### src/rtl/tmds_pkg.sv
// Shared TMDS definitions: mode codes, guard-band symbols, stage-1 record and
// the control / TERC4 / 8b->9b transition-minimising helpers.
package tmds_pkg;

  localparam logic [2:0] TMDS_MODE_CONTROL      = 3'd0;
  localparam logic [2:0] TMDS_MODE_VIDEO        = 3'd1;
  localparam logic [2:0] TMDS_MODE_VIDEO_GUARD  = 3'd2;
  localparam logic [2:0] TMDS_MODE_ISLAND       = 3'd3;
  localparam logic [2:0] TMDS_MODE_ISLAND_GUARD = 3'd4;

  localparam logic [9:0] TMDS_VGB_A      = 10'b1011001100;
  localparam logic [9:0] TMDS_VGB_B      = 10'b0100110011;
  localparam logic [9:0] TMDS_CTRL_RESET = 10'b1101010100;

  typedef struct packed {
    logic [2:0] mode;
    logic [1:0] cd;
    logic [3:0] did;
    logic [8:0] q_m;
  } tmds_s1_t;

  function automatic logic [9:0] tmds_ctrl(input logic [1:0] cd);
    logic [9:0] s;
    case (cd)
      2'b00:   s = 10'b1101010100;
      2'b01:   s = 10'b0010101011;
      2'b10:   s = 10'b0101010100;
      default: s = 10'b1010101011;
    endcase
    return s;
  endfunction

  function automatic logic [9:0] tmds_terc4(input logic [3:0] d);
    logic [9:0] s;
    case (d)
      4'h0: s = 10'b1010011100;
      4'h1: s = 10'b1001100011;
      4'h2: s = 10'b1011100100;
      4'h3: s = 10'b1011100010;
      4'h4: s = 10'b0101110001;
      4'h5: s = 10'b0100011110;
      4'h6: s = 10'b0110001110;
      4'h7: s = 10'b0100111100;
      4'h8: s = 10'b1011001100;
      4'h9: s = 10'b0100111001;
      4'hA: s = 10'b0110011100;
      4'hB: s = 10'b1011000110;
      4'hC: s = 10'b1010001110;
      4'hD: s = 10'b1001110001;
      4'hE: s = 10'b0101100011;
      default: s = 10'b1011000011;
    endcase
    return s;
  endfunction

  function automatic logic [3:0] tmds_ones8(input logic [7:0] v);
    logic [3:0] n;
    n = '0;
    for (int i = 0; i < 8; i++) n = n + {3'b000, v[i]};
    return n;
  endfunction

  // q_m[8] = 1 marks the XOR chain, 0 the XNOR chain.
  function automatic logic [8:0] tmds_qm(input logic [7:0] d);
    logic [8:0] q;
    logic       use_xnor;
    logic [3:0] n1;
    n1       = tmds_ones8(d);
    use_xnor = (n1 > 4'd4) || (n1 == 4'd4 && !d[0]);
    q        = '0;
    q[0]     = d[0];
    for (int i = 1; i < 8; i++) q[i] = use_xnor ? ~(q[i-1] ^ d[i]) : (q[i-1] ^ d[i]);
    q[8]     = ~use_xnor;
    return q;
  endfunction

endpackage

### src/rtl/tmds_encoder_array_if.sv
// Bus bundle between the timing generator (master) and the lane array (slave).
// TMDS_DISPARITY_STATUS_EN adds the per-lane running-disparity status field.
interface tmds_encoder_array_if #(parameter int NUM_CHANNELS = 3);
  logic [2:0]                  mode;
  logic [8*NUM_CHANNELS-1:0]   video_data;
  logic [4*NUM_CHANNELS-1:0]   data_island_data;
  logic [2*NUM_CHANNELS-1:0]   control_data;
  logic [10*NUM_CHANNELS-1:0]  tmds;
`ifdef TMDS_DISPARITY_STATUS_EN
  logic [5*NUM_CHANNELS-1:0]   disparity;

  modport master (output mode, video_data, data_island_data, control_data,
                  input  tmds, disparity);
  modport slave  (input  mode, video_data, data_island_data, control_data,
                  output tmds, disparity);
`else
  modport master (output mode, video_data, data_island_data, control_data,
                  input  tmds);
  modport slave  (input  mode, video_data, data_island_data, control_data,
                  output tmds);
`endif
endinterface

### src/rtl/tmds_lane_encoder.sv
// One TMDS lane: stage 1 registers mode/side data and q_m, stage 2 picks the
// symbol and tracks running disparity. TMDS_DISPARITY_STATUS_EN exports cnt.
module tmds_lane_encoder
  import tmds_pkg::*;
#(
  parameter int LANE_SEL = 0
) (
  input  logic       clk_pixel,
  input  logic       reset,
  input  logic [2:0] mode_i,
  input  logic [7:0] video_data_i,
  input  logic [3:0] island_data_i,
  input  logic [1:0] control_data_i,
  output logic [9:0] tmds_o
`ifdef TMDS_DISPARITY_STATUS_EN
  ,
  output logic signed [4:0] disparity_o
`endif
);

  tmds_s1_t s1_d, s1_q;

  always_comb begin
    s1_d.mode = mode_i;
    s1_d.cd   = control_data_i;
    s1_d.did  = island_data_i;
    s1_d.q_m  = tmds_qm(video_data_i);
  end

  // Reset parks stage 1 on control mode / cd=00 so the drain emits that code.
  always_ff @(posedge clk_pixel) begin
    if (reset) s1_q <= '0;
    else       s1_q <= s1_d;
  end

  logic [3:0]        n1, n0;
  logic signed [4:0] diff;
  logic              q8;
  logic [7:0]        qd;

  assign q8   = s1_q.q_m[8];
  assign qd   = s1_q.q_m[7:0];
  assign n1   = tmds_ones8(qd);
  assign n0   = 4'd8 - n1;
  assign diff = $signed({1'b0, n1}) - $signed({1'b0, n0});

  logic [9:0]        tmds_d, tmds_q;
  logic signed [4:0] cnt_d, cnt_q;

  always_comb begin
    tmds_d = '0;
    cnt_d  = '0;
    case (s1_q.mode)
      TMDS_MODE_CONTROL:     tmds_d = tmds_ctrl(s1_q.cd);
      TMDS_MODE_VIDEO: begin
        if (cnt_q == 5'sd0 || n1 == n0) begin
          tmds_d = {~q8, q8, q8 ? qd : ~qd};
          cnt_d  = q8 ? cnt_q + diff : cnt_q - diff;
        end else if ((cnt_q > 5'sd0 && n1 > n0) || (cnt_q < 5'sd0 && n0 > n1)) begin
          tmds_d = {1'b1, q8, ~qd};
          cnt_d  = cnt_q + (q8 ? 5'sd2 : 5'sd0) - diff;
        end else begin
          tmds_d = {1'b0, q8, qd};
          cnt_d  = cnt_q - (q8 ? 5'sd0 : 5'sd2) + diff;
        end
      end
      TMDS_MODE_VIDEO_GUARD:  tmds_d = (LANE_SEL == 1) ? TMDS_VGB_B : TMDS_VGB_A;
      TMDS_MODE_ISLAND:       tmds_d = tmds_terc4(s1_q.did);
      TMDS_MODE_ISLAND_GUARD: tmds_d = (LANE_SEL == 0) ? tmds_terc4({2'b11, s1_q.cd})
                                                       : TMDS_VGB_B;
      default:                tmds_d = '0;
    endcase
  end

  always_ff @(posedge clk_pixel) begin
    if (reset) begin
      tmds_q <= TMDS_CTRL_RESET;
      cnt_q  <= '0;
    end else begin
      tmds_q <= tmds_d;
      cnt_q  <= cnt_d;
    end
  end

  assign tmds_o = tmds_q;
`ifdef TMDS_DISPARITY_STATUS_EN
  assign disparity_o = cnt_q;
`endif

endmodule

### src/rtl/tmds_encoder_array.sv
// NUM_CHANNELS lock-step TMDS lanes sharing one mode select; 2-register latency.
// TMDS_DISPARITY_STATUS_EN exposes each lane's running disparity on the bus.
module tmds_encoder_array #(
  parameter int NUM_CHANNELS = 3
) (
  input  logic clk_pixel,
  input  logic reset,
  tmds_encoder_array_if.slave bus
);

  logic [NUM_CHANNELS-1:0][7:0] vd;
  logic [NUM_CHANNELS-1:0][3:0] did;
  logic [NUM_CHANNELS-1:0][1:0] cd;
  logic [NUM_CHANNELS-1:0][9:0] tmds_w;

  assign vd       = bus.video_data;
  assign did      = bus.data_island_data;
  assign cd       = bus.control_data;
  assign bus.tmds = tmds_w;

`ifdef TMDS_DISPARITY_STATUS_EN
  logic [NUM_CHANNELS-1:0][4:0] disp_w;
  assign bus.disparity = disp_w;
`endif

  // Guard-band flavour repeats every three lanes.
  for (genvar c = 0; c < NUM_CHANNELS; c++) begin : g_lane
    tmds_lane_encoder #(.LANE_SEL(c % 3)) u_lane (
      .clk_pixel      (clk_pixel),
      .reset          (reset),
      .mode_i         (bus.mode),
      .video_data_i   (vd[c]),
      .island_data_i  (did[c]),
      .control_data_i (cd[c]),
      .tmds_o         (tmds_w[c])
`ifdef TMDS_DISPARITY_STATUS_EN
      ,
      .disparity_o    (disp_w[c])
`endif
    );
  end

endmodule

### src/flat_wrapper.sv
// flat-port wrapper written by rule: the top's interface ports become plain ports
module tmds_encoder_array_flat 
#(
  parameter int NUM_CHANNELS = 3
)
  (clk_pixel, reset, bus_mode, bus_video_data, bus_data_island_data, bus_control_data, bus_tmds);
  tmds_encoder_array_if #(.NUM_CHANNELS(NUM_CHANNELS)) bus_i ();
  input  logic clk_pixel;
  input  logic reset;
  input wire logic [$bits(bus_i.mode)-1:0] bus_mode;
  input wire logic [$bits(bus_i.video_data)-1:0] bus_video_data;
  input wire logic [$bits(bus_i.data_island_data)-1:0] bus_data_island_data;
  input wire logic [$bits(bus_i.control_data)-1:0] bus_control_data;
  output wire logic [$bits(bus_i.tmds)-1:0] bus_tmds;
  assign bus_i.mode = bus_mode;
  assign bus_i.video_data = bus_video_data;
  assign bus_i.data_island_data = bus_data_island_data;
  assign bus_i.control_data = bus_control_data;
  assign bus_tmds = bus_i.tmds;
  tmds_encoder_array #(.NUM_CHANNELS(NUM_CHANNELS)) u_core (.clk_pixel(clk_pixel), .reset(reset), .bus(bus_i));
endmodule
### config.mk
export PLATFORM = sky130hd
export DESIGN_NAME = tmds_encoder_array_flat
export DESIGN_NICKNAME = d
export VERILOG_FILES = /design/src/rtl/tmds_pkg.sv /design/src/rtl/tmds_encoder_array_if.sv /design/src/rtl/tmds_lane_encoder.sv /design/src/rtl/tmds_encoder_array.sv /design/src/flat_wrapper.sv
export SDC_FILE = /design/constraint.sdc
export NUM_CORES = 1
export LEC_CHECK = 0
export ABC_AREA = 1
export BUFFER_PORTS_ARGS = -buffer_cell sky130_fd_sc_hd__clkbuf_2
export CORE_ASPECT_RATIO = 1.5
export CORE_UTILIZATION = 60
export DETAILED_ROUTE_END_ITERATION = 8
export PLACE_DENSITY = 0.89
export REMOVE_ABC_BUFFERS = 1
export SYNTH_ARGS = -nofsm -noshare
export SYNTH_HDL_FRONTEND = slang
export SYNTH_SLANG_ARGS = --single-unit
export TNS_END_PERCENT = 5
### constraint.sdc
create_clock -name clk_pixel -period 14.16 [get_ports clk_pixel]
set_input_delay 2.124 -clock clk_pixel [delete_from_list [all_inputs] [get_ports clk_pixel]]
set_output_delay 2.124 -clock clk_pixel [all_outputs]
set_load 0.1 [all_outputs]
==> out/results.tsv <==
stage	metric	value	unit
clocking	ctsResizeCount	0	
synthesis	ys_warn_count	0	
clocking	root_buffer	clkbuf_16	
grt	grt_pass1_wl	32400	µm
timing	grt_setup_unrepaired	no	
drt	wl	19400	µm
synthesis	async_flop_share	0	%
timing	max_slew.worst_pin.slew	1.14	ns
timing	final-setup-viol-count	0	
synthesis	syn_inst	1153	
floorplanning	die_w	100	µm
place	numPortBuffers	76	
drt	routedWlPerCell	13.6	µm
synthesis	synth-main-ff-cell	dfxtp_1	
grt	grt_pass1_vias	7466	
clocking	ctsHtreeMaxLevel	3	
synthesis	synth_compound_area_share	11.4	%
worst_setup_path	slowest_delay	0.56	ns
worst_setup_path	crit_start	u_core.g_lane[2].u_lane.qd[0]$_SDFF_PP0_	
timing	period_share	39.4	%
layout	fillers	1154	
flow_run	drv_cap	0	
timing	slew_viol_final	0	
worst_setup_path	critPathSlowestCell	fa_1	
worst_setup_path	crit_fanout	3	
synthesis	synth_mux_area_share	0	%
timing	max_slew_margin	24.0	%
clocking	cts_sinks	111	
timing	fmax	179	MHz
drt	postRouteAntennaNets	0	
outcome	status	finished clean	
worst_setup_path	worst-setup-path-type	register to register	
worst_setup_path	arrival	5.82	ns
synthesis	synth-simple-area-share	26.6	%
drt	route.detailed.drc	0	
floorplanning	ios	77	
clocking	post-cts-setup-buffers	0	
synthesis	synth.avg_cell_area	7.55	µm²
clocking	clk_latency	0.35	ns
grt	grt_use_total	27.0	%
grt	grt_start_max_net_pins	49	
clocking	cts_buffers	9	
layout	nNetsFinal	1415	
clocking	clk_pin_slew	0.07	ns
floorplanning	coreArea	0.0141	mm²
grt	gr-total-overflow	0	
drt	wl_met1	7410	µm
synthesis	synth.cell_area	0.00870	mm²
synthesis	synth-edff-count	0	
drt	first_pass_iters	5	
floorplanning	core.rowCount	53	
clocking	cts_tree	yes	
worst_setup_path	rr_startpoint	u_core.g_lane[2].u_lane.qd[0]$_SDFF_PP0_	
worst_setup_path	startpoint_type	register	
hold_path	min_path_type	register to register	
synthesis	synth_fa_ha_area_share	23.6	%
layout	drive_above_1_share	14.9	%
floorplanning	start_util	61.9	%
drt	first_iter_violations	392	
synthesis	synth-xor-area-share	2.91	%
timing	fin_skew	0.00864	ns
timing	min_period	5.57	ns
drt	viasPerCell	5.40	
floorplanning	die_area	0.0150	mm²
grt	antenna_found_initial	0	
clocking	cts_hold_buffers	0	
place	hpwl	15500	µm
clocking	clk_path_buf_depth	2	
synthesis	ys_ff_latch	111	
synthesis	synthDistinctLibCells	50	
timing	hold_viol	0	
timing	fin_tns_setup	0	ns
drt	dr_wl_met3	876	µm
place	gp_congestion	0.913	
worst_setup_path	crit_required	14.41	ns
drt	top_layer	met4	
worst_setup_path	crit_path_end_kind	register	
layout	syn2layout_area_growth	10.3	%
layout	antenna_cells	0	
drt	dr_total_vias	7689	
worst_setup_path	r2r_setup_slack	8.59	ns
floorplanning	fp.dieH	149	µm
drt	wl_met2	10300	µm
synthesis	synth_top_family_by_area	simple AND/OR/NAND/NOR gates	
synthesis	ys_seq_area_share	25.5	%
metal layers:
metal	global-route usage (%)	vias up
met5	0	-
met4	15.1	0
met3	3.78	68
met2	50.5	226
met1	28.5	3574
li1	-	3821
layout make-up:
| cell class | count | area, µm² | area share [%] |
|---|---|---|---|
| Timing Repair Buffer | 79 | 403 | 4.20 |
| Tap cell | 192 | 240 | 2.50 |
| Multi-Input combinational cell | 817 | 5630 | 58.6 |
| Inverter | 209 | 790 | 8.22 |
| Clock inverter | 6 | 76.3 | 0.795 |
| Sequential cell | 111 | 2220 | 23.1 |
| Clock buffer | 10 | 239 | 2.49 |
kinds of logic after synthesis:
family | after synthesis
xor+xnor | 28
buf+inv | 225
flops | 111
simple gates | 483
fa+ha+maj | 141
compound gates | 165
placed cells by master (no fill, tap or decap), types with 8 or more instances in the layout:
| cell type | netlist | final |
|---|---|---|
| o21ai_0 | 47 | 47 |
| xnor2_1 | 11 | 11 |
| nand2_4 | 9 | 9 |
| clkbuf_2 | 0 | 76 |
| fa_1 | 39 | 39 |
| a21oi_1 | 63 | 63 |
| nand3_1 | 106 | 106 |
| a221oi_1 | 8 | 8 |
| nand2_2 | 19 | 19 |
| inv_2 | 11 | 11 |
| dfxtp_1 | 111 | 111 |
| nand2_1 | 220 | 220 |
| nand3_2 | 14 | 14 |
| inv_1 | 194 | 194 |
| nor2_1 | 81 | 81 |
| clkbuf_16 | 0 | 9 |
| ha_1 | 102 | 102 |
| xor2_1 | 16 | 16 |
synthesized netlist by cell type, types with 14 or more instances:
| cell | instances | area share, % |
|---|---|---|
| o21ai_0 | 47 | 2.7 |
| xor2_1 | 16 | 1.6 |
| fa_1 | 39 | 9.0 |
| nand3_1 | 106 | 6.1 |
| dfxtp_1 | 111 | 26 |
| nand2_2 | 19 | 1.4 |
| nand3_2 | 14 | 1.6 |
| ha_1 | 102 | 15 |
| a21oi_1 | 63 | 3.6 |
| nor2_1 | 81 | 3.5 |
| inv_1 | 194 | 8.4 |
| nand2_1 | 220 | 9.5 |
final timing paths:
check             depth (start not counted)                                     endpoint
setup / recovery                         25  u_core.g_lane[2].u_lane.cnt_q[4]$_SDFF_PP0_
hold / removal                            2                                     register
setup reg to reg                         25  u_core.g_lane[2].u_lane.cnt_q[4]$_SDFF_PP0_
hold reg to reg                           2                                     register
stage by stage:
step / std cells / worst slack (ns) / instance area [µm²] / utilization (%) / hold slack [ns]
3_3_place_gp: 1408 / 8.57 / 9280 / 66.0 / 0.429
2_1_floorplan: 1137 / 8.83 / 8630 / - / 0.415
5_1_grt: 1424 / 8.40 / 9600 / 68.3 / 0.468
6_report: 1424 / 8.59 / 9600 / 68.3 / 0.448
4_1_cts: 1424 / 8.59 / 9600 / 68.3 / 0.449
3_5_place_dp: 1408 / 8.47 / 9280 / 66.0 / 0.437
critical path: cells and delay by family (launching register included):
| kind | cells | cell delay, ns |
|---|---|---|
| adder cells (fa/ha/maj) | 8 | 3.18 |
| AND/OR/NAND/NOR | 11 | 1.28 |
| flip-flops | 1 | 0.33 |
| XOR/XNOR | 1 | 0.29 |
| buffers and inverters | 4 | 0.23 |
| AO/OA/AOI/OAI | 1 | 0.15 |
Power is not shown: default switching activity piles up to over one toggle a cycle in this logic, so the estimate is an artifact.
